==> src/rtl/alu_arbiter_if.sv <==
// Handshake bundle between two ALU requesters, the arbiter and the result consumer.
// The master side drives requests and consumes results; the slave side is the arbiter.
interface alu_arbiter_if;
  logic        req0_valid;
  logic        req0_ready;
  logic [31:0] req0_a;
  logic [31:0] req0_b;
  logic [2:0]  req0_f;
  logic        req1_valid;
  logic        req1_ready;
  logic [31:0] req1_a;
  logic [31:0] req1_b;
  logic [2:0]  req1_f;
  logic        rsp_valid;
  logic        rsp_ready;
  logic [31:0] rsp_y;
  logic        rsp_zero;
  logic        rsp_id;

  modport master (
    output req0_valid, req0_a, req0_b, req0_f,
    output req1_valid, req1_a, req1_b, req1_f,
    output rsp_ready,
    input  req0_ready, req1_ready,
    input  rsp_valid, rsp_y, rsp_zero, rsp_id
  );

  modport slave (
    input  req0_valid, req0_a, req0_b, req0_f,
    input  req1_valid, req1_a, req1_b, req1_f,
    input  rsp_ready,
    output req0_ready, req1_ready,
    output rsp_valid, rsp_y, rsp_zero, rsp_id
  );
endinterface

==> src/rtl/alu_arbiter.sv <==
// Two-requester round-robin arbiter sharing one 32-bit ALU with a single-entry result register.
// Define ALU_ARB_FIXED_PRIO_EN for fixed priority (requester 0 always wins contention).
module alu_arbiter #(
  parameter int unsigned CNT_W = 16
) (
  input  logic             clk,
  input  logic             reset,
  alu_arbiter_if.slave     bus,
  output logic [CNT_W-1:0] grant_cnt0,
  output logic [CNT_W-1:0] grant_cnt1
);

  function automatic logic [31:0] alu(input logic [31:0] a, input logic [31:0] b,
                                      input logic [2:0] f);
    logic [31:0] y;
    case (f)
      3'b000, 3'b100: y = a & b;
      3'b001, 3'b101: y = a | b;
      3'b010:         y = a + b;
      3'b110:         y = a - b;
      3'b111:         y = {31'd0, (a < b)};
      default:        y = 32'd0;
    endcase
    return y;
  endfunction

  logic             rsp_valid_q;
  logic [31:0]      rsp_y_q;
  logic             rsp_zero_q;
  logic             rsp_id_q;
  logic [CNT_W-1:0] cnt0_q;
  logic [CNT_W-1:0] cnt1_q;

  logic        out_free;
  logic        pick1;
  logic        gnt0;
  logic        gnt1;
  logic [31:0] alu_y;

`ifdef ALU_ARB_FIXED_PRIO_EN
  assign pick1 = !bus.req0_valid;
`else
  logic rr_q;
  // rr_q names the requester favoured when both are valid.
  assign pick1 = bus.req1_valid && (!bus.req0_valid || rr_q);
`endif

  assign out_free = !rsp_valid_q || bus.rsp_ready;

  always_comb begin
    gnt0 = 1'b0;
    gnt1 = 1'b0;
    if (!reset && out_free) begin
      gnt0 = bus.req0_valid && !pick1;
      gnt1 = bus.req1_valid && pick1;
    end
  end

  always_comb begin
    alu_y = 32'd0;
    if (gnt1) alu_y = alu(bus.req1_a, bus.req1_b, bus.req1_f);
    else      alu_y = alu(bus.req0_a, bus.req0_b, bus.req0_f);
  end

  always_ff @(posedge clk) begin
    if (reset) begin
      rsp_valid_q <= 1'b0;
      rsp_y_q     <= 32'd0;
      rsp_zero_q  <= 1'b1;
      rsp_id_q    <= 1'b0;
      cnt0_q      <= '0;
      cnt1_q      <= '0;
    end else begin
      if (gnt0 || gnt1) begin
        rsp_valid_q <= 1'b1;
        rsp_y_q     <= alu_y;
        rsp_zero_q  <= (alu_y == 32'd0);
        rsp_id_q    <= gnt1;
      end else if (bus.rsp_ready) begin
        rsp_valid_q <= 1'b0;
      end
      if (gnt0) cnt0_q <= cnt0_q + CNT_W'(1);
      if (gnt1) cnt1_q <= cnt1_q + CNT_W'(1);
    end
  end

`ifndef ALU_ARB_FIXED_PRIO_EN
  always_ff @(posedge clk) begin
    if (reset) begin
      rr_q <= 1'b0;
    end else if (gnt0) begin
      rr_q <= 1'b1;
    end else if (gnt1) begin
      rr_q <= 1'b0;
    end
  end
`endif

  assign bus.req0_ready = gnt0;
  assign bus.req1_ready = gnt1;
  assign bus.rsp_valid  = rsp_valid_q;
  assign bus.rsp_y      = rsp_y_q;
  assign bus.rsp_zero   = rsp_zero_q;
  assign bus.rsp_id     = rsp_id_q;
  assign grant_cnt0     = cnt0_q;
  assign grant_cnt1     = cnt1_q;

endmodule

==> src/flat_wrapper.sv <==
// flat-port wrapper written by rule: the top's interface ports become plain ports
module alu_arbiter_flat 
#(
  parameter int unsigned CNT_W = 16
)
  (clk, reset, grant_cnt0, grant_cnt1, bus_req0_valid, bus_req0_a, bus_req0_b, bus_req0_f, bus_req1_valid, bus_req1_a, bus_req1_b, bus_req1_f, bus_rsp_ready, bus_req0_ready, bus_req1_ready, bus_rsp_valid, bus_rsp_y, bus_rsp_zero, bus_rsp_id);
  alu_arbiter_if bus_i ();
  input  logic clk;
  input  logic reset;
  output logic [CNT_W-1:0] grant_cnt0;
  output logic [CNT_W-1:0] grant_cnt1;
  input wire logic [$bits(bus_i.req0_valid)-1:0] bus_req0_valid;
  input wire logic [$bits(bus_i.req0_a)-1:0] bus_req0_a;
  input wire logic [$bits(bus_i.req0_b)-1:0] bus_req0_b;
  input wire logic [$bits(bus_i.req0_f)-1:0] bus_req0_f;
  input wire logic [$bits(bus_i.req1_valid)-1:0] bus_req1_valid;
  input wire logic [$bits(bus_i.req1_a)-1:0] bus_req1_a;
  input wire logic [$bits(bus_i.req1_b)-1:0] bus_req1_b;
  input wire logic [$bits(bus_i.req1_f)-1:0] bus_req1_f;
  input wire logic [$bits(bus_i.rsp_ready)-1:0] bus_rsp_ready;
  output wire logic [$bits(bus_i.req0_ready)-1:0] bus_req0_ready;
  output wire logic [$bits(bus_i.req1_ready)-1:0] bus_req1_ready;
  output wire logic [$bits(bus_i.rsp_valid)-1:0] bus_rsp_valid;
  output wire logic [$bits(bus_i.rsp_y)-1:0] bus_rsp_y;
  output wire logic [$bits(bus_i.rsp_zero)-1:0] bus_rsp_zero;
  output wire logic [$bits(bus_i.rsp_id)-1:0] bus_rsp_id;
  assign bus_i.req0_valid = bus_req0_valid;
  assign bus_i.req0_a = bus_req0_a;
  assign bus_i.req0_b = bus_req0_b;
  assign bus_i.req0_f = bus_req0_f;
  assign bus_i.req1_valid = bus_req1_valid;
  assign bus_i.req1_a = bus_req1_a;
  assign bus_i.req1_b = bus_req1_b;
  assign bus_i.req1_f = bus_req1_f;
  assign bus_i.rsp_ready = bus_rsp_ready;
  assign bus_req0_ready = bus_i.req0_ready;
  assign bus_req1_ready = bus_i.req1_ready;
  assign bus_rsp_valid = bus_i.rsp_valid;
  assign bus_rsp_y = bus_i.rsp_y;
  assign bus_rsp_zero = bus_i.rsp_zero;
  assign bus_rsp_id = bus_i.rsp_id;
  alu_arbiter #(.CNT_W(CNT_W)) u_core (.clk(clk), .reset(reset), .bus(bus_i), .grant_cnt0(grant_cnt0), .grant_cnt1(grant_cnt1));
endmodule
==> config.mk <==
export PLATFORM = sky130hd
export DESIGN_NAME = alu_arbiter_flat
export DESIGN_NICKNAME = d
export VERILOG_FILES = /design/src/rtl/alu_arbiter_if.sv /design/src/rtl/alu_arbiter.sv /design/src/flat_wrapper.sv
export SDC_FILE = /design/constraint.sdc
export NUM_CORES = 1
export LEC_CHECK = 0
export BUFFER_PORTS_ARGS = -buffer_cell sky130_fd_sc_hd__buf_2
export CAP_MARGIN = 5
export CORE_ASPECT_RATIO = 2
export CORE_UTILIZATION = 45
export CTS_CLUSTER_DIAMETER = 150
export DETAILED_ROUTE_END_ITERATION = 6
export PLACE_DENSITY_LB_ADDON = 0.2
export SYNTH_ARGS = -nofsm -noshare
export SYNTH_HDL_FRONTEND = slang
export SYNTH_SLANG_ARGS = --single-unit
==> constraint.sdc <==
create_clock -name clk -period 3.9 [get_ports clk]
set_input_delay 0.585 -clock clk [delete_from_list [all_inputs] [get_ports clk]]
set_output_delay 0.585 -clock clk [all_outputs]
set_load 0.05 [all_outputs]
-- Word level (Yosys, flattened, before mapping)
Index checks and enable logic that the tools add are counted.
- bits in registers: 68
- output and inout port bits: 69
- logic and storage cells: 60
- bitwise operators: 4
- $lt $le $gt $ge: 2
- add/subtract/negate cells: 6
- mux-type cells: 9
- equality and inequality tests: 12
- reductions and logical operators: 20
- operator list (operator ; count):
    32-bit one-hot mux with 5 select lines ; 2
    32-bit adder ; 2
    32-bit bitwise AND ; 2
    32-bit less-than comparator ; 2
    32-bit OR ; 2
    32-bit subtractor ; 2
    16-bit by 1-bit adder with 16-bit output, second input constant ; 2
    32-bit zero test ; 1
    32-bit two-way mux ; 1
    3-bit equality test, second input constant ; 8
    2-bit OR reduction ; 4
    3-bit by 1-bit equality test with 1-bit output, second input constant ; 2
    3-bit by 2-bit equality test with 1-bit output, second input constant ; 2
    3-bit zero test ; 2
    1-bit two-way mux ; 6
    1-bit logical AND ; 4
    1-bit zero test ; 4
    2-bit nonzero test ; 2
    1-bit logical OR ; 3

-- Logic depth before layout (Yosys ltp)
Gate-level depths: netlist of run 1.
- word-level depth: 8
- gate-level depth with buffers: 15

-- Least setup slack after synthesis of run 1
Ideal clock, no wire load.
- path type: input to register
- start: in bus_req1_a[0]
- end: reg u_core.rsp_zero_q (netlist: u_core.bus.rsp_zero)
- data required time: 3.813 ns
- data arrival time: 3.542 ns
- slack: 0.271 ns
- stages on the path: 15
- path through: inv_1 ha_1 inv_1 fa_1 nor2b_1 o21ai_1 a211oi_4 o31ai_4 a31oi_1 o32ai_1 mux2i_1 a21oi_1 nor4b_1 nand4_1 o31ai_1
- word-level cells in the longest chain between the ends: 4
- ends and longest elaborated chain (item ; line ; RTL):
    from (decl) ; flat_wrapper.sv:17 ; input wire logic [$bits(bus_i.req1_a)-1:0] bus_req1_a;
    32-bit subtractor, or another cell as far along ; alu_arbiter.sv:20 ; 3'b110: y = a - b;
    32-bit one-hot mux with 5 select lines * ; alu_arbiter.sv:16 ; case (f)
    32-bit two-way mux * ; alu_arbiter.sv:61 ; if (gnt1) alu_y = alu(bus.req1_a, bus.req1_b, bus.req1_f);
    32-bit zero test * ; alu_arbiter.sv:77 ; rsp_zero_q <= (alu_y == 32'd0);
    to (signal assigned) ; alu_arbiter.sv:77 ;
    to (decl) ; alu_arbiter.sv:29 ; logic rsp_zero_q;
Mark *: on every way between the ends. The rest lies on a longest branch, timed or not.
A chain may end at the register's enable or synchronous reset.

-- Final worst setup path of run 1
- start: in bus_req0_a[0]
- end: reg u_core.rsp_zero_q (netlist: u_core.bus.rsp_zero)
- word-level cells in the longest chain between the ends: 4
- ends and longest elaborated chain (item ; line ; RTL):
    from (decl) ; flat_wrapper.sv:13 ; input wire logic [$bits(bus_i.req0_a)-1:0] bus_req0_a;
    32-bit subtractor, or another cell as far along ; alu_arbiter.sv:20 ;
    32-bit one-hot mux with 5 select lines * ; alu_arbiter.sv:16 ;
    32-bit two-way mux * ; alu_arbiter.sv:61 ;
    32-bit zero test * ; alu_arbiter.sv:77 ;
Marks and branches as above.

==> impl_metrics.json, run 1 <==
{
  "outcome": "finished, violations left",
  "violations": "design-rule violations",
  "wl_per_cell_um": 23.9,
  "critPathKind": "input pin to register",
  "grt-busiest-layer": "met2",
  "grt_pass1_wl_mm": 105,
  "synth_cell_type_count": 110,
  "htree_levels": 3,
  "clkSlewWorstSetupHoldPaths_ns": 0.06,
  "r2r-end": "u_core.bus.rsp_zero",
  "period_needed_ns": 3.81,
  "start_util_pct": 45.8,
  "hp-class": "register to register",
  "ys_top_cells_by_area": "ha_1 (20%), dfxtp_1 (9.4%), inv_1 (5.9%), a21oi_1 (5.8%), nor2_1 (5.2%)",
  "drt_iter0_markers": 1283,
  "hp-start": "u_core.bus.rsp_y[0]",
  "most-common-layout-cells": "buf_4 (402), inv_1 (229), ha_1 (227)",
  "synth_edf_count": 0,
  "antenna_found_initial": 3,
  "dpl.hpwl_mm": 59.9,
  "max_slew_margin_pct": 23.7,
  "port_buffers": 207,
  "synth-compound-area-share_pct": 30.6,
  "grt_pass1_vias": 18600,
  "drt-total-wl_mm": 71.7,
  "p_leak_nw": 9.31,
  "gp_congestion": 1.07,
  "worstRegToRegCells": 15,
  "synth-adder-area-share_pct": 20.2,
  "setup_viol": 0,
  "core_sq_mm": 0.0317,
  "power_density_mw_per_mm2": 232,
  "synth_top_family_by_area": "compound AO/OA/AOI/OAI gates",
  "grt-ovfl-total": 0,
  "netlist_instances": 2048,
  "nNetsFinal": 2932,
  "finalPower_mw": 4.41,
  "vdd_drop_max_mv": 0.216,
  "final_util_pct": 60.2,
  "avgViaCountPerCell": 6.12,
  "pre_cts_slack_ns": -0.310,
  "yosysTopAreaCell": "ha_1",
  "syn_area_sq_mm": 0.0145,
  "synthArstFlopShare_pct": 0,
  "clock_sinks": 68,
  "synth_ff_type": "dfxtp_1",
  "vias": 18300,
  "ant_nets": 0,
  "tightest_slew_ns": 1.14,
  "endpoint": "u_core.bus.rsp_zero",
  "clock_skew_ns": 0.00668,
  "rr_startpoint": "u_core.bus.rsp_valid",
  "cts_inserted_buffers": 9,
  "cts_tree": "yes",
  "ys_seq_area_share_pct": 9.38,
  "synth_seq_cells": 68,
  "clockBufferDepth": 2,
  "synthMuxAreaShare_pct": 3.60,
  "cp-startpoint": "bus_req0_a[0]",
  "grt_max_degree": 63,
  "synth_xor_area_share_pct": 3.80,
  "dr.pass1.iters": 7,
  "use_met2_pct": 77.6,
  "dieArea_sq_mm": 0.0330,
  "synth-simple-area-share_pct": 22.3,
  "syn_to_final_growth_pct": 31.2,
  "io-pin-count": 208,
  "crit_path_max_fanout": 3,
  "tns_ns": 0,
  "reg2reg_setup_slack_ns": 0.48,
  "track_usage_pct": 42.7,
  "die_height_um": 256,
  "crit_path_start_kind": "input pin",
  "endpoint_kind": "register",
  "slew_viol_final": 0,
  "worst_ep_required_time_ns": 4.15,
  "arrival_ns": 4.06,
  "fin_ws_ns": 0.0947,
  "drive_above_1_share_pct": 27.4,
  "synth_warnings": 0,
  "clkLatencyLatePin_ns": 0.35,
  "syn-num-nets": 2419,
  "num_rows": 92,
  "yosysTopAreaCellShare_pct": 19.7,
  "layout_commonest_cell": "buf_4",
  "remaining_drc_errors": 2,
  "hold_violations": 0,
  "whs_ns": 0.466,
  "post-route-period-util_pct": 97.6,
  "drv_cap": 0,
  "syn_area_per_cell_sq_um": 7.09,
  "met1_usage_pct": 37.9,
  "die_w_um": 129,
  "use_met3_pct": 8.13,
  "fmax_mhz": 263,
  "cts-root-buf": "clkbuf_16"
}
-- logic make-up after synthesis --
logic type,Yosys count
AOI/OAI and AO/OA,636
xor gates and xnor gates,63
adders and majority gates,232
buffers and inverters,345
DFF,68
muxes,52
and+or+nand+nor,652
-- metal layers --
layer  share of wire, %  wire (um)
met1                 32      22600
met3                6.4       4590
met2                 51      36400
met5                  0          0
met4                 11       8120
-- worst min-delay path by stage --
stage | to | cells past startpoint | slack [ns]
after CTS | u_core.bus.rsp_y[0] | 2 | 0.47
after global routing | u_core.bus.rsp_id | 2 | 0.49
after floorplan | u_core.rr_q | 1 | 0.47
final | u_core.bus.rsp_y[0] | 2 | 0.47
after global placement | u_core.bus.rsp_id | 2 | 0.44
after detailed placement | u_core.bus.rsp_y[0] | 2 | 0.46
-- synthesized netlist by cell type (9+ instances only) --
library cell  number
ha_1             228
and3_1            24
o31ai_1           30
clkbuf_1          55
a31oi_1           31
o21a_1            12
nand3_1           40
o211ai_1          29
nor4_1            31
a211oi_1          46
xor2_1            24
a22oi_1            9
o21ai_1            9
nand4_1           30
nand2_1          125
inv_1            229
o2111ai_1         13
or3_1             18
o21bai_1          13
xnor2_1           39
a2111oi_0          9
nand2b_1          39
buf_6              9
dfxtp_1           68
a311oi_1          12
mux2i_1           50
nor2_1           201
o21ai_0           89
a21oi_1          167
a221oi_1           9
buf_2             26
buf_1              9
a21o_1            20
o22ai_1           17
nor2b_1           24
nor3_1            64
-- through the flow --
| step | instances | cell area, sq um |
|---|---|---|
| final | 2993 | 19000 |
| after global routing | 2992 | 19000 |
| after CTS | 2987 | 18800 |
| after detailed placement | 2971 | 18500 |
| after global placement | 2971 | 18500 |
| after floorplan | 2048 | 14500 |
-- flip-flops by register name (all words and copies together), names as in the netlist --
register              count
u_core.bus.rsp_id         1
u_core.bus.rsp_valid      1
u_core.bus.rsp_y         32
u_core.bus.rsp_zero       1
u_core.grant_cnt0        16
u_core.grant_cnt1        16
u_core.rr_q               1
-- worst max-delay path, stage by stage --
cell	delay, ns
buf_2	0.13
inv_1	0.08
ha_1	0.17
inv_1	0.06
fa_1	0.37
nand2b_1	0.17
a2111oi_4	0.11
or3_1	0.43
nand2_1	0.11
a21oi_1	0.07
or4_1	0.51
a32oi_1	0.33
nand4_1	0.23
nor4_2	0.28
buf_4	0.15
nand4_1	0.08
o31ai_1	0.21
-- what timing repair did --
action | CTS | global route
endpoints found under the setup margin | 0 | 3
hold endpoints to repair | 0 | 0
hold buffers | 0 | 0
buffers inserted | 0 | 2
gates resized for setup | 0 | 33
-- power breakdown --
part | total [mW] | internal [mW] | switching [mW]
Clock | 0.887 | 0.507 | 0.380
Sequential | 0.771 | 0.731 | 0.0397
Combinational | 2.76 | 1.08 | 1.68
-- area by class of cell --
cell class	count	area, sq um
clock inverters	7	83.8
diodes	4	10.0
multi-input cells	1635	11900
well taps	423	529
fillers	3128	12600
inverters	237	890
flip-flops and latches	68	1360
clock buffers	9	225
repair buffers	610	4070
No activity file was read; power rests on OpenSTA's default activity.
==> run 2, diff against run 1 <==
Settings changed: CORE_MARGIN set to 10.
==> impl_metrics.json, run 2 (synthesis gave the netlist of run 1 again) <==
{
  "placed_area_sq_mm": 0.0186,
  "cp_slowest_cell": "a2111oi_4",
  "tightest_slew_ns": 0.877,
  "vdd_drop_max_mv": 0.311,
  "wl_per_cell_um": 24.4,
  "dieArea_sq_mm": 0.0403,
  "fin_ws_ns": 0.162,
  "holdBufCountCts": 0,
  "p_leak_nw": 9.36,
  "die_height_um": 274,
  "cts_tree": "yes",
  "intPower_mw": 2.31,
  "remaining_drc_errors": 0,
  "clockBufferDepth": 2,
  "hold_violations": 0,
  "gp_congestion": 1.09,
  "path_buf_inv": 5,
  "switchingPower_mw": 2.10,
  "antenna_found_initial": 2,
  "path_delay_family": "compound AO/OA/AOI/OAI gates",
  "largest_reg_flops": 32,
  "clkLatencyLatePin_ns": 0.37,
  "hp-class": "register to register",
  "start_util_pct": 45.4,
  "hp-start": "u_core.bus.rsp_y[0]",
  "most-common-layout-cells": "buf_4 (417), inv_1 (229), ha_1 (225)",
  "nNetsFinal": 2946,
  "setup_viol": 0,
  "endpoint_kind": "register",
  "core_sq_mm": 0.0320,
  "clock_skew_ns": 0.0150,
  "clock_sinks": 68,
  "fmax_mhz": 267,
  "worst_ep_required_time_ns": 4.18,
  "dr.pass1.iters": 5,
  "arrival_ns": 4.02,
  "finalPower_mw": 4.41,
  "pre_cts_slack_ns": -0.462,
  "grt_max_degree": 63,
  "grt_pass1_vias": 18800,
  "cts-root-buf": "clkbuf_16",
  "outcome": "finished, final reports clean",
  "fin_cells": 3009,
  "cts_inserted_buffers": 9,
  "grt_pass1_wl_mm": 109,
  "p_comb_share_pct": 62.7,
  "syn_to_final_growth_pct": 32.0,
  "io-pin-count": 208,
  "layout_commonest_cell": "buf_4",
  "p_seq_share_pct": 17.3,
  "crit_chain": "buf_2 > inv_1 > buf_4 > ha_1 > a21o_1 > nand4_1 > a2111oi_4 > buf_4 > o31ai_1 > buf_4 > o311ai_4 > a31oi_1 > mux2i_1 > a211o_2 > a211oi_4 > nand4_1 > o31ai_2",
  "drt_iter0_markers": 1347,
  "power_density_mw_per_mm2": 230,
  "post-route-period-util_pct": 95.9,
  "period_needed_ns": 3.74,
  "final_area_sq_mm": 0.0192,
  "path_common_cell": "buf_4",
  "avgViaCountPerCell": 6.08,
  "slowest_delay_ns": 0.42,
  "critPathKind": "input pin to register",
  "slew_viol_final": 0,
  "drv_cap": 0,
  "dp_cells": 2988,
  "cp-startpoint": "bus_req1_b[1]",
  "p_sw_share_pct": 47.6,
  "num_rows": 93,
  "grt-ovfl-total": 0,
  "dpl.hpwl_mm": 62.3,
  "port_buffers": 207,
  "clockPowerShare_pct": 20.0,
  "drive_above_1_share_pct": 28.1,
  "ant_nets": 0,
  "htree_levels": 3,
  "drt-total-wl_mm": 73.5,
  "crit_path_max_fanout": 4,
  "vias": 18300,
  "crit_path_start_kind": "input pin",
  "track_usage_pct": 34.8,
  "max_slew_margin_pct": 40.0,
  "rr_startpoint": "u_core.bus.rsp_valid",
  "die_w_um": 147,
  "clkSlewWorstSetupHoldPaths_ns": 0.06
}
## run 2: cell types whose count changed in the layout (fill, tap and decap cells not counted), sizes merged
cell / before / now
inv: 239 / 236
diode: 4 / 2
clkbuf: 9 / 10
buf: 610 / 624
clkinv: 3 / 5
## run 2: layout make-up
cell class	instances	area (sq um)
inverters	237	890
well taps	427	534
multi-input cells	1635	11900
diodes	2	5.00
clock inverters	6	65.1
repair buffers	624	4170
fillers	3098	12800
clock buffers	10	229
flip-flops and latches	68	1360
## run 2: repair_timing
action	4_1_cts	5_1_grt
resized for setup	4	37
endpoints found under the setup margin	1	2
pin swaps	0	16
hold endpoints to repair	0	0
setup buffers	0	3
## run 2: worst register-to-register path: cells and delay by family, from the launching register on
family	cells	cell delay, ns
compound gates	3	0.55
flops	1	0.31
simple gates	8	1.79
buf+inv	3	0.61
## run 2: per-layer routing
metal	vias to the layer above	track usage, %	share of wire, %
li1	8437	-	-
met1	8668	31.0	32
met2	872	67.1	53
met3	324	5.53	5.6
met4	0	28.3	9.7
met5	-	0	0
## run 2: power by group through the flow
stage          logic (mW)  registers (mW)  clock network (mW)
5_1_grt              2.93           0.765               0.905
3_5_place_dp         2.64           0.778                   0
4_1_cts              2.66           0.762               0.882
6_report             2.76           0.764               0.881
2_1_floorplan        1.34           0.886                   0
3_3_place_gp         2.62           0.777                   0
## run 2: worst paths after layout
path	endpoint	slack, ns	cells past startpoint
worst max-delay path	u_core.bus.rsp_zero	0.16	17
worst min-delay path	u_core.bus.rsp_y[0]	0.46	2
worst max register to register	u_core.bus.rsp_zero	0.56	14
worst min register to register	u_core.bus.rsp_y[0]	0.46	2
## run 2: per-stage QoR
stage	hold WS [ns]	setup TNS, ns	utilization (%)
after global placement	0.444	-1.65	58.2
after floorplan	0.474	0	-
after detailed placement	0.447	-1.68	58.2
final	0.457	0	59.9
after CTS	0.459	0	59.2
after global routing	0.481	-0.0558	59.9
